`src/rtl/serial_add_seq.sv`:
```
// Bit-serial WIDTH-bit adder: operands are loaded in parallel, then summed LSB-first through one full-adder cell.
// Optional macro SERIAL_ADD_OVF_EN adds a registered two's-complement overflow output (ovf).
module serial_add_seq #(
    parameter int unsigned WIDTH = 8
) (
    input  logic             clk,
    input  logic             rst,
    input  logic             start,
    input  logic [WIDTH-1:0] a,
    input  logic [WIDTH-1:0] b,
    input  logic             ci,
    output logic             busy,
    output logic             done,
    output logic [WIDTH-1:0] sum,
    output logic             co
`ifdef SERIAL_ADD_OVF_EN
    ,
    output logic             ovf
`endif
);

    localparam int unsigned CNT_W = (WIDTH > 1) ? $clog2(WIDTH) : 1;
    localparam logic [CNT_W-1:0] CNT_LAST = CNT_W'(WIDTH - 1);

    typedef enum logic [1:0] {
        S_IDLE = 2'd0,
        S_RUN  = 2'd1,
        S_DONE = 2'd2
    } state_e;

    state_e           state_q, state_d;
    logic [WIDTH-1:0] a_sh_q, a_sh_d;
    logic [WIDTH-1:0] b_sh_q, b_sh_d;
    logic             carry_q, carry_d;
    logic [CNT_W-1:0] cnt_q, cnt_d;
    logic [WIDTH-1:0] sum_q, sum_d;
    logic             co_q, co_d;
    logic             busy_q, busy_d;
    logic             done_q, done_d;
`ifdef SERIAL_ADD_OVF_EN
    logic             ovf_q, ovf_d;
`endif

    logic bit_s_c;
    logic bit_c_c;

    // The single full-adder cell, fed by the operand LSBs and the loop carry.
    always_comb begin
        bit_s_c = a_sh_q[0] ^ b_sh_q[0] ^ carry_q;
        bit_c_c = (a_sh_q[0] & b_sh_q[0]) | (carry_q & (a_sh_q[0] ^ b_sh_q[0]));
    end

    // Next-state and datapath sequencing.
    always_comb begin
        state_d = state_q;
        a_sh_d  = a_sh_q;
        b_sh_d  = b_sh_q;
        carry_d = carry_q;
        cnt_d   = cnt_q;
        sum_d   = sum_q;
        co_d    = co_q;
        busy_d  = busy_q;
        done_d  = 1'b0;
`ifdef SERIAL_ADD_OVF_EN
        ovf_d   = ovf_q;
`endif

        unique case (state_q)
            S_IDLE: begin
                if (start) begin
                    state_d = S_RUN;
                    a_sh_d  = a;
                    b_sh_d  = b;
                    carry_d = ci;
                    cnt_d   = '0;
                    sum_d   = '0;
                    busy_d  = 1'b1;
`ifdef SERIAL_ADD_OVF_EN
                    ovf_d   = 1'b0;
`endif
                end
            end

            S_RUN: begin
                // Shift-based insert keeps WIDTH=1 legal (no reversed part-select).
                sum_d   = (sum_q >> 1) | (WIDTH'(bit_s_c) << (WIDTH - 1));
                a_sh_d  = a_sh_q >> 1;
                b_sh_d  = b_sh_q >> 1;
                carry_d = bit_c_c;
                if (cnt_q == CNT_LAST) begin
                    state_d = S_DONE;
                    co_d    = bit_c_c;
                    done_d  = 1'b1;
`ifdef SERIAL_ADD_OVF_EN
                    ovf_d   = carry_q ^ bit_c_c;
`endif
                end else begin
                    cnt_d = cnt_q + CNT_W'(1);
                end
            end

            S_DONE: begin
                state_d = S_IDLE;
                busy_d  = 1'b0;
            end

            default: begin
                state_d = S_IDLE;
                busy_d  = 1'b0;
            end
        endcase
    end

    // State and datapath registers; reset overrides everything.
    always_ff @(posedge clk) begin
        if (rst) begin
            state_q <= S_IDLE;
            a_sh_q  <= '0;
            b_sh_q  <= '0;
            carry_q <= 1'b0;
            cnt_q   <= '0;
            sum_q   <= '0;
            co_q    <= 1'b0;
            busy_q  <= 1'b0;
            done_q  <= 1'b0;
`ifdef SERIAL_ADD_OVF_EN
            ovf_q   <= 1'b0;
`endif
        end else begin
            state_q <= state_d;
            a_sh_q  <= a_sh_d;
            b_sh_q  <= b_sh_d;
            carry_q <= carry_d;
            cnt_q   <= cnt_d;
            sum_q   <= sum_d;
            co_q    <= co_d;
            busy_q  <= busy_d;
            done_q  <= done_d;
`ifdef SERIAL_ADD_OVF_EN
            ovf_q   <= ovf_d;
`endif
        end
    end

    assign busy = busy_q;
    assign done = done_q;
    assign sum  = sum_q;
    assign co   = co_q;
`ifdef SERIAL_ADD_OVF_EN
    assign ovf  = ovf_q;
`endif

endmodule

```
`config.mk`:
```
export PLATFORM = sky130hd
export DESIGN_NAME = serial_add_seq
export DESIGN_NICKNAME = d
export VERILOG_FILES = /design/src/rtl/serial_add_seq.sv
export SDC_FILE = /design/constraint.sdc
export NUM_CORES = 1
export LEC_CHECK = 0
export CAP_MARGIN = 20
export CORE_ASPECT_RATIO = 0.7
export CORE_UTILIZATION = 35
export DETAILED_ROUTE_END_ITERATION = 10
export DONT_BUFFER_PORTS = 1
export MAX_ROUTING_LAYER = met4
export SLEW_MARGIN = 20
export SYNTH_ARGS = -nofsm -noshare
export SYNTH_HDL_FRONTEND = slang
export SYNTH_SLANG_ARGS = --single-unit
```
`constraint.sdc`:
```
create_clock -name clk -period 1.78 [get_ports clk]
set_clock_uncertainty 0.2 [all_clocks]
set_input_delay 0.178 -clock clk [delete_from_list [all_inputs] [get_ports clk]]
set_output_delay 0.178 -clock clk [all_outputs]
set_load 0.01 [all_outputs]
```
==> results of run 1 <==
-- tightest hold or removal path: cells and delay by family --
kind               cells  cell delay [ns]
AOI/OAI and AO/OA      2             0.18
and+or+nand+nor        1             0.08
-- timing repair --
item	in CTS	in global routing
buffers inserted	0	0
endpoints found under the hold margin	33	0
hold buffers	8	0
-- power groups by stage --
stage          clock network, mW  registers (mW)  logic (mW)
2_1_floorplan                  0           0.815       0.150
3_3_place_gp                   0           0.821       0.153
3_5_place_dp                   0           0.823       0.157
4_1_cts                    0.566           0.807       0.189
5_1_grt                    0.605           0.811       0.212
6_report                   0.545           0.807       0.187
-- state kept, by name, indices dropped and copies added, names as in the netlist --
| register | count |
|---|---|
| cnt_q | 3 |
| a_sh_q | 8 |
| carry_q | 1 |
| busy | 1 |
| co | 1 |
| sum | 8 |
| state_q | 2 |
| done | 1 |
| b_sh_q | 8 |
-- layer usage --
| layer | up-vias | track usage, % | wire [um] |
|---|---|---|---|
| li1 | 593 | - | - |
| met1 | 545 | 20.55 | 1626 |
| met2 | 14 | 22.29 | 1342 |
| met3 | 2 | 5.246 | 87 |
| met4 | 0 | 3.117 | 13 |
| met5 | - | - | 0 |
-- final timing paths --
check                                        startpoint                endpoint  slack, ns
worst max-delay path            state_q[0]$_SDFFE_PP0P_  b_sh_q[5]$_SDFFE_PP0P_       0.19
worst min-delay path                               b[3]  b_sh_q[3]$_SDFFE_PP0P_       0.02
worst max register to register  state_q[0]$_SDFFE_PP0P_  b_sh_q[5]$_SDFFE_PP0P_       0.19
worst min register to register   a_sh_q[4]$_SDFFE_PP0P_  a_sh_q[4]$_SDFFE_PP0P_       0.29
-- metrics by stage --
| stage | setup WS, ns | area, um2 | utilization [%] | power (mW) |
|---|---|---|---|---|
| final | 0.1930 | 1662 | 41.85 | 1.539 |
| after CTS | 0.1894 | 1662 | 41.85 | 1.561 |
| after global placement | 0.2670 | 1485 | 37.41 | 0.9731 |
| after global routing | 0.08253 | 1662 | 41.85 | 1.629 |
| after detailed placement | 0.2043 | 1485 | 37.41 | 0.9803 |
| after floorplan | 0.2674 | 1463 | - | 0.9651 |
-- synthesized netlist by cell type --
| cell | n | share of area [%] |
|---|---|---|
| nand2b_1 | 9 | 3.8 |
| ha_1 | 2 | 1.7 |
| a31oi_1 | 3 | 1.3 |
| or3b_1 | 5 | 3.0 |
| fa_1 | 1 | 1.4 |
| o22ai_1 | 1 | 0.43 |
| a211oi_1 | 7 | 3.6 |
| a211oi_2 | 1 | 0.86 |
| clkbuf_1 | 5 | 1.3 |
| o21bai_2 | 1 | 0.77 |
| o21ba_2 | 1 | 0.68 |
| buf_4 | 1 | 0.51 |
| a22oi_1 | 10 | 5.1 |
| inv_1 | 6 | 1.5 |
| buf_2 | 4 | 1.4 |
| or3b_2 | 3 | 1.8 |
| a311oi_1 | 1 | 0.60 |
| o2bb2ai_1 | 5 | 3.0 |
| nor3_1 | 8 | 2.7 |
| nor4b_1 | 1 | 0.60 |
| a21oi_1 | 12 | 4.1 |
| nor2_1 | 31 | 8.0 |
| nor3b_1 | 1 | 0.51 |
| nor2b_1 | 2 | 0.86 |
| a221oi_1 | 1 | 0.60 |
| nand3_1 | 4 | 1.4 |
| dfxtp_1 | 33 | 45 |
| nand2_1 | 4 | 1.0 |
| buf_6 | 3 | 2.3 |
-- layout make-up --
cell class                      instances  area (um2)
Inverter                                6       22.52
Timing Repair Buffer                   13       127.6
Fill cell                             386        2308
Clock buffer                            7       86.33
Sequential cell                        33       660.6
Multi-Input combinational cell        114       699.4
Tap cell                               52       65.06
-- cells by family after synthesis --
logic type,synth area share (%)
DFF,45.17
and+or+nand+nor,23.70
adders and majority gates,3.079
AOI/OAI and AO/OA,21.04
buffers and inverters,7.015
==> flow_summary.json, run 1 <==
{
  "slowest_delay_ns": 0.47,
  "cp.arrival_ns": 1.55,
  "path_class": "reg -> reg",
  "drv_cap": 0,
  "ys_seq_area_share_pct": 45.17,
  "worstPathRequired_ns": 1.74,
  "htreeDepth": 2,
  "crit_family": "simple AND/OR/NAND/NOR gates",
  "grt_first_pass_wirelength_um": 5168,
  "tns_ns": 0,
  "row_count": 19,
  "max_slew_margin_pct": 56.19,
  "antenna_found_initial": 0,
  "switchingPower_uw": 364.5,
  "overflow": 0,
  "clockRootBuffer": "clkbuf_8",
  "final_common_cell": "dfxtp_1",
  "hold_class": "in -> reg",
  "area_growth_pct": 13.60,
  "intPower_mw": 1.175,
  "ys_ff_latch": 33,
  "period_needed_ns": 1.587,
  "clk_latency_ns": 0.27,
  "routed_wl_um": 3070,
  "rsz0062_at_grt": "false",
  "drc": 0,
  "crit_fanout": 16,
  "ant_nets": 0,
  "fp.dieW_um": 79.27,
  "tritoncts": "built",
  "place_congestion": 0.7175,
  "core_area_um2": 3970,
  "ir_drop_mv": 0.3930,
  "grt_max_degree": 34,
  "dp_hpwl_um": 2145,
  "path_depth": 4,
  "synth_area_um2": 1463,
  "wl_per_cell_um": 13.64,
  "cp_slowest_cell": "or3b_2",
  "grt_pass1_vias": 1087,
  "dr.pass1.iters": 4,
  "cts-buffers-inserted": 5,
  "crit_buf_inv": 1,
  "n_antenna_cell": 0,
  "startpoint_type": "register",
  "pwr-share-clk_pct": 35.4,
  "period_share_pct": 89.16,
  "leakage_nw": 0.6178,
  "yosys_warnings": 0,
  "grt_use_total_pct": 15.31,
  "fmax_ghz": 0.6301,
  "start_util_pct": 36.84,
  "swShare_pct": 23.68,
  "nets": 196,
  "slew_violations": 0,
  "post_cts_resized": 0,
  "whs_ns": 0.01539,
  "layout_common_cells": "33 x dfxtp_1, 31 x nor2_1, 12 x a21oi_1",
  "p_comb_share_pct": 12.2,
  "power_frac_seq_pct": 52.4,
  "setup_viol": 0,
  "dp_cells": 210,
  "hold_viol": 0,
  "drt-initial-drc-count": 44,
  "avgSynthCellArea_um2": 8.811,
  "syn-num-nets": 189,
  "worstPathCellList": "buf_4, or3b_2, a21oi_1, nor3_1",
  "ios": 31,
  "cts_num_sinks": 33,
  "tightest_slew_ns": 0.6568,
  "fp.dieH_um": 56.09,
  "cp-end-kind": "register",
  "hold_depth": 3,
  "vias_per_cell": 5.129,
  "finalNonFillerCells": 225,
  "drive_above_1_share_pct": 10.40,
  "synth.distinct_cells": 29,
  "syn_inst": 166,
  "die_area_um2": 4446,
  "path_clk_slew_ns": 0.06,
  "cts_buffer_depth": 2,
  "power-per-cell-area_nw_per_um2": 926.5,
  "status": "finished, final reports clean",
  "numPortBuffers": 0,
  "vias": 1154,
  "reg2regPathDepth": 4
}
(Power assumes the default switching activity.)
==> run 2, diff against run 1 <==
CORE_ASPECT_RATIO = 1.5   (was 0.7)
CORE_UTILIZATION = 45   (was 35)
RECOVER_POWER = 100   (was not set)
==> run 2 against run 1 <==
  * Total power is 12% higher
  * The run now ends with negative hold slack left
  * Critical path depth is 1 higher
  * Worst hold slack worse by 0.019 ns
  * Critical endpoint is now cnt_q[0]$_SDFFE_PP0P_
  * Via count is 1.5% higher
  * Global-route usage is 4.0 points higher
  * Clock-buffer cell count is 1 lower
  * Fmax is 1.1% lower
  * Final cell count is 4.4% lower
  * Register-to-register slack worse by 0.02 ns
  * Largest power group unchanged
  * Flip-flop and latch count stayed put
==> flow_summary.json, run 2 (synthesis results as in run 1) <==
{
  "whs_ns": -0.003914,
  "start_util_pct": 46.76,
  "dr.pass1.iters": 4,
  "fin_ws_ns": 0.1755,
  "rsz0062_at_grt": "false",
  "dp_hpwl_um": 1945,
  "reg2regPathDepth": 5,
  "grt_max_degree": 34,
  "setup_viol": 0,
  "hold_depth": 3,
  "grt_pass1_vias": 1127,
  "leakage_nw": 0.6303,
  "drc": 0,
  "ant_nets": 0,
  "final_common_cell": "dfxtp_1",
  "htreeDepth": 2,
  "post-route-util_pct": 53.76,
  "vias": 1171,
  "tritoncts": "built",
  "fp.dieW_um": 48.55,
  "dp_cells": 198,
  "cp-end-kind": "register",
  "power-per-cell-area_nw_per_um2": 1025,
  "worst_path_most_repeated_cell": "ha_1",
  "ir_drop_mv": 0.5914,
  "worstPathCellList": "ha_1, ha_1, nor4b_1, a31oi_1, a21oi_1",
  "worstPathRequired_ns": 1.81,
  "regToRegSetupSlack_ns": 0.18,
  "place_congestion": 0.7263,
  "routed_wl_um": 2999,
  "tightest_slew_ns": 0.6529,
  "status": "finished, violations left",
  "row_count": 25,
  "cts_buffer_depth": 2,
  "crit_fanout": 9,
  "period_share_pct": 90.14,
  "cp_slowest_cell": "dfxtp_1",
  "antenna_found_initial": 0,
  "n_antenna_cell": 0,
  "cp.arrival_ns": 1.63,
  "cts_setup_buffers": 0,
  "finalNonFillerCells": 215,
  "fp.dieH_um": 71.83,
  "tns_ns": 0,
  "overflow": 0,
  "startpoint_type": "register",
  "hold_viol": 1,
  "die_area_um2": 3487,
  "vias_per_cell": 5.447,
  "period_needed_ns": 1.604,
  "nets": 197,
  "cts-buffers-inserted": 5,
  "crit_family": "adder cells",
  "drt-initial-drc-count": 19,
  "dpl_cell_area_um2": 1470,
  "crit_buf_inv": 0,
  "path_class": "reg -> reg",
  "drive_above_1_share_pct": 10.29,
  "path_depth": 5,
  "slowest_delay_ns": 0.34,
  "layout_common_cells": "33 x dfxtp_1, 31 x nor2_1, 12 x a21oi_1",
  "area_growth_pct": 14.97,
  "grt_first_pass_wirelength_um": 4961,
  "core_area_um2": 3128,
  "post_cts_resized": 0,
  "fin_area_um2": 1682,
  "numPortBuffers": 0,
  "path_clk_slew_ns": 0.07,
  "max_slew_margin_pct": 56.44,
  "wl_per_cell_um": 13.95,
  "dp_slack_ns": 0.2236,
  "slew_violations": 0,
  "ios": 31,
  "power.total_mw": 1.724,
  "grt_use_total_pct": 19.34,
  "drv_cap": 0,
  "clockRootBuffer": "clkbuf_8",
  "fmax_ghz": 0.6233,
  "violations": "negative hold slack",
  "clk_latency_ns": 0.29,
  "hold_class": "in -> reg",
  "cts_num_sinks": 33
}
## run 2: cell types whose count changed in the layout (fill, tap and decap cells not counted), sizes merged
cell / before / now
clkinvlp: 0 / 1
bufinv: 0 / 1
buf: 6 / 5
dlygate4sd3: 7 / 8
## run 2: worst reg2reg max path: cells and delay by family (launching register included)
family,cells,cell delay (ns)
adder cells (fa/ha/maj),2,0.50
flip-flops,1,0.34
AND/OR/NAND/NOR,1,0.30
AO/OA/AOI/OAI,2,0.21
## run 2: layout make-up
class,count,area (um2)
multi-input combinational,114,694.4
tap,40,50.05
clock inverter,2,37.54
timing repair buffer,14,133.9
inverter,6,22.52
sequential,33,660.6
fill,310,1446
clock buffer,6,82.58
## run 2: repair_timing
item	CTS	global route
endpoints found under the setup margin	0	0
endpoints found under the hold margin	33	0
hold buffers	9	0
## run 2: worst paths after layout
check | startpoint | to
max | cnt_q[0]$_SDFFE_PP0P_ | cnt_q[0]$_SDFFE_PP0P_
min | b[0] | b_sh_q[0]$_SDFFE_PP0P_
max reg2reg | cnt_q[0]$_SDFFE_PP0P_ | cnt_q[0]$_SDFFE_PP0P_
min reg2reg | a_sh_q[1]$_SDFFE_PP0P_ | a_sh_q[1]$_SDFFE_PP0P_
## run 2: routing by layer
metal | wire length [um] | vias up | GRT usage [%] | share of wire, %
met4 | 61 | 0 | 9.804 | 2.0
met1 | 1299 | 539 | 19.84 | 43
met3 | 166 | 7 | 6.157 | 5.5
li1 | - | 599 | - | -
met2 | 1471 | 26 | 33.02 | 49
met5 | 0 | - | - | 0
## run 2: power by group
group / switching (mW) / internal, mW / total, mW
logic: 0.0997 / 0.0882 / 0.188
registers: 0.0230 / 0.780 / 0.803
clock network: 0.279 / 0.455 / 0.734
==> run 3, diff against run 2 <==
CTS_BUF_LIST = sky130_fd_sc_hd__clkbuf_8   (was not set)
==> results of run 3 <==
Same layout as run 2: the final DEF is identical, and so are final timing and power.
==> edit 1 (flow settings as in run 3) <==
The parameter `WIDTH` goes from 8 to 16.
--- a/src/rtl/serial_add_seq.sv
+++ b/src/rtl/serial_add_seq.sv
@@ -1,7 +1,7 @@
 // Bit-serial WIDTH-bit adder: operands are loaded in parallel, then summed LSB-first through one full-adder cell.
 // Optional macro SERIAL_ADD_OVF_EN adds a registered two's-complement overflow output (ovf).
 module serial_add_seq #(
-    parameter int unsigned WIDTH = 8
+    parameter int unsigned WIDTH = 16
 ) (
     input  logic             clk,
     input  logic             rst,
Ports: changed (resized a, b and sum); port bits go from 31 to 55. No check against the original RTL was run, so the function may have changed too.
==> edit 1 against run 3 <==
- the flow still finishes with violations (hold timing)
- sequential cell count increased by 25
- routed wire length up 83%
- final cell count grew 69%
- design area up 69%
- total power is 63% higher
- critical path depth did not move
- worst setup slack got worse by 93 ps
- synthesized area grew 78%
- sequential share of layout area grew 1.7 points
- critical endpoint is now carry_q
- largest cell class unchanged
- highest routed layer unchanged
==> edit 1: results (changes against run 3) <==
hold slack final: -284.1 ps (was -3.914 ps)
outcome: finished with violations (unchanged)
GRT Total Usage: 0.2023 (was 0.1934)
via-per-instance ratio: 5.567 (was 5.447)
slowest CP cell: fa_1 (was dfxtp_1)
global-route wire length before repair: 9.011 mm (was 4.961 mm)
WHS Endpoint: a_sh_q[1] (was b_sh_q[0])
wire length on met3: 282 um (was 166 um)
largest net degree at the start of global routing: 59 (was 34)
Non-clk bufs: 16 (was 14)
Min-Delay Path Depth: 1 (was 3)
clk_lat worst skew: 320 ps (was 290 ps)
met2 usage: 0.3440 (was 0.3302)
Hold-fix buffers, CTS: 4 (was 9)
distinct cell type count after synthesis: 34 (was 29)
Leak Pwr: 1.069 nW (was 0.6303 nW)
sequential fraction of the synthesis area: 0.4472 (was 0.4517)
Yosys reg bits: 58 (was 33)
worst r2r dst: carry_q (was cnt_q[0])
sw power: 0.6922 mW (was 0.4016 mW)
Max FO, Critical Path: 2 (was 9)
R2R Setup Slk: 80 ps (was 180 ps)
H-tree depth: 3 (was 2)
Final nets: 326 (was 197)
WL met2: 2.849 mm (was 1.471 mm)
fraction of cell area in non-clock buffers: 0.06787 (was 0.07961)
DP HPWL: 3.576 mm (was 1.945 mm)
vias in the first global route: 1974 (was 1127)
layout cells sized above 1: 0.1638 (was 0.1029)
failing checks: hold timing (unchanged)
Final Hold Fails: 55 (was 1)
dominant cells by area after synthesis: dfxtp_1 (45%), a311oi_2 (13%), nand2_1 (8.4%) (was dfxtp_1 (45%), nor2_1 (8.0%), a22oi_1 (5.1%))
Final GP Congestion: 0.8149 (was 0.7263)
Total Routed Length: 5.481 mm (was 2.999 mm)
CP Data Arrival Time: 1730 ps (was 1630 ps)
clkbuf count: 12 (was 6)
DRT iter0 DRCs: 125 (was 19)
Logic pwr share: 0.111 (was 0.109)
Max VDD drop: 0.0006823 V (was 0.0005914 V)
Multi-In Gates: 197 (was 114)
critical path's largest stage delay: 460 ps (was 340 ps)
-- edit 1: critical path: cells and delay by family, from the launching register on --
kind                     cells  cell delay [ps]
AND/OR/NAND/NOR              1              230
buffers and inverters        1               70
AO/OA/AOI/OAI                2              310
adder cells (fa/ha/maj)      1              460
flip-flops                   1              340
-- edit 1: cells by family (layout without fill, tap and decap cells) --
kind of cell	Yosys count	count (layout)	share of synthesized area
AOI/OAI and AO/OA	70	70	0.2641
adders and majority gates	2	2	0.01253
buffers and inverters	32	38	0.07711
DFF	58	58	0.4472
and+or+nand+nor	125	125	0.1990
-- edit 1: metrics by stage --
stage	util	instances	TNS (ps)	area, sq um	setup slack [ps]
CTS	0.5154	359	0	2851	127.2
detailed placement	0.4751	339	0	2629	138.0
floorplan	-	287	0	2596	284.6
global placement	0.4751	339	0	2629	177.1
finish	0.5131	363	0	2839	82.50
global route	0.5131	363	-34.40	2839	-34.40
==> edit 2 (settings of run 3) <==
Made on the original files. The 3 states of `state_e` get a one-hot encoding in 3 bits.
--- a/src/rtl/serial_add_seq.sv
+++ b/src/rtl/serial_add_seq.sv
@@ -22,10 +22,10 @@
     localparam int unsigned CNT_W = (WIDTH > 1) ? $clog2(WIDTH) : 1;
     localparam logic [CNT_W-1:0] CNT_LAST = CNT_W'(WIDTH - 1);
 
-    typedef enum logic [1:0] {
-        S_IDLE = 2'd0,
-        S_RUN  = 2'd1,
-        S_DONE = 2'd2
+    typedef enum logic [2:0] {
+        S_IDLE = 3'b001,
+        S_RUN  = 3'b010,
+        S_DONE = 3'b100
     } state_e;
 
     state_e           state_q, state_d;
Formal check against the unedited RTL: no difference found for any inputs over 10 cycles, from zero or initial values and one cycle with rst high; not proved beyond that.
==> edit 2 against run 3 <==
- total power fell by 2.0%
- design area rose by 18%
- worst setup slack got worse by 210 ps
- worst hold slack improved by 200 ps
- the run ends with setup timing left
- synthesized area rose by 14%
- maximum frequency fell by 12%
- critical path depth did not move
- routed wire length rose by 18%
- final cell count rose by 9.8%
- sequential cell count rose by 1
==> edit 2: results (changes against run 3) <==
fillers: 315 (was 310)
Final GP Congestion: 0.6831 (was 0.7263)
failing checks: setup timing (was hold timing)
via-per-instance ratio: 5.606 (was 5.447)
Max FO, Critical Path: 2 (was 9)
Routed WL per cell: 15.01 um (was 13.95 um)
CP Data Arrival Time: 1800 ps (was 1630 ps)
largest net degree at the start of global routing: 44 (was 34)
final number of setup-violating endpoints: 3 (was 0)
distinct cell type count after synthesis: 32 (was 29)
CP top delay family: simple AND/OR/NAND/NOR gates (was adder cells)
outcome: finished with violations (unchanged)
global-route wire length before repair: 6.003 mm (was 4.961 mm)
layout cells sized above 1: 0.2113 (was 0.1029)
Synthesis Warnings: 0 (unchanged)
switching portion of total power: 0.2643 (was 0.2329)
Max-Slew Margin vs Limit: 0.6798 (was 0.5644)
most common library cells after synthesis: nand2_1 (39), dfxtp_1 (34), nor3_1 (16), a311oi_2 (14), a21oi_1 (11) (was dfxtp_1 (33), nor2_1 (31), a21oi_1 (12), a22oi_1 (10), nand2b_1 (9))
slowest CP cell: or3b_4 (was dfxtp_1)
critical path's largest stage delay: 400 ps (was 340 ps)
Hold-fix buffers, CTS: 20 (was 9)
dpl cells: 208 (was 198)
Max VDD drop: 0.0006134 V (was 0.0005914 V)
dominant cells by area after synthesis: dfxtp_1 (41%), a311oi_2 (13%), nand2_1 (8.8%) (was dfxtp_1 (45%), nor2_1 (8.0%), a22oi_1 (5.1%))
DP HPWL: 2.137 mm (was 1.945 mm)
DRT iter0 DRCs: 56 (was 19)
Initial DRT Pass Iterations: 7 (was 4)
Post-Synthesis Cells: 176 (was 166)
most instantiated library cell after synthesis: nand2_1 (was dfxtp_1)
clock slew at reported path FFs: 70 ps (about the same)
syn_nets: 199 (was 189)
vias in the first global route: 1380 (was 1127)
Final nets: 216 (was 197)
post-place setup slack: -39.98 ps (was 223.6 ps)
Post-DP Area: 1698 sq um (was 1470 sq um)
GRT Total Usage: 0.2092 (was 0.1934)
non-filler cells, final: 236 (was 215)
sequential fraction of the synthesis area: 0.4087 (was 0.4517)
Leak Pwr: 0.6918 nW (was 0.6303 nW)
setup TNS: -74.72 ps (was 0 ps)
total CTS buffers: 5 (unchanged)
Register-to-Register Path Depth: 5 (unchanged)
Final WS setup: -36.87 ps (was 175.5 ps)
Min-Delay Path Depth: 4 (was 3)
## edit 2: cell count changes after synthesis, sizes merged, moves of 3 or more
cell     before  now
nand2b        9    5
buf           8   14
nor2         31    2
o2bb2ai       5    0
a311oi        1   16
nand3b        0    4
a31oi         3    0
a211oi        8    2
nand2         4   40
a22oi        10    0
nor3          8   16
nand3         4   10
or3b          8    2
## edit 2: kinds of logic after synthesis
logic type                 Yosys count  synth area share
DFF                                 34            0.4087
AOI/OAI and AO/OA                   32            0.1983
and+or+nand+nor                     83            0.2607
muxes                                3           0.01878
buffers and inverters               21           0.08639
adders and majority gates            3           0.02705
## edit 2: final cells by class
cell class,count,area (sq um),area share
multi-input cells,121,869.6,0.4368
flip-flops and latches,34,686.9,0.3451
repair buffers,27,275.3,0.1383
clock buffers,6,82.58,0.04148
well taps,42,52.55,0.02640
inverters,4,15.01,0.007542
clock inverters,2,8.758,0.004400
## edit 2: routing by layer
metal | vias to the layer above | track usage | wire [um]
li1 | 654 | - | -
met1 | 632 | 0.2333 | 1579
met2 | 30 | 0.3338 | 1773
met3 | 7 | 0.06786 | 129
met4 | 0 | 0.08919 | 60
met5 | - | - | 0
## edit 2: final timing paths
| check | from | end | slack, ps |
|---|---|---|---|
| min | start | b_sh_q[7] | 200 |
| max reg2reg | cnt_q[0] | cnt_q[0] | -40 |
| max | cnt_q[0] | cnt_q[0] | -40 |
| min reg2reg | b_sh_q[7] | b_sh_q[7] | 280 |
## edit 2: power by group through the flow
| stage | Clock, mW | Combinational [mW] | Sequential (mW) |
|---|---|---|---|
| finish | 0.589 | 0.265 | 0.837 |
| global route | 0.648 | 0.291 | 0.843 |
| CTS | 0.597 | 0.271 | 0.836 |
| detailed placement | 0 | 0.216 | 0.853 |
| global placement | 0 | 0.209 | 0.851 |
| floorplan | 0 | 0.204 | 0.842 |
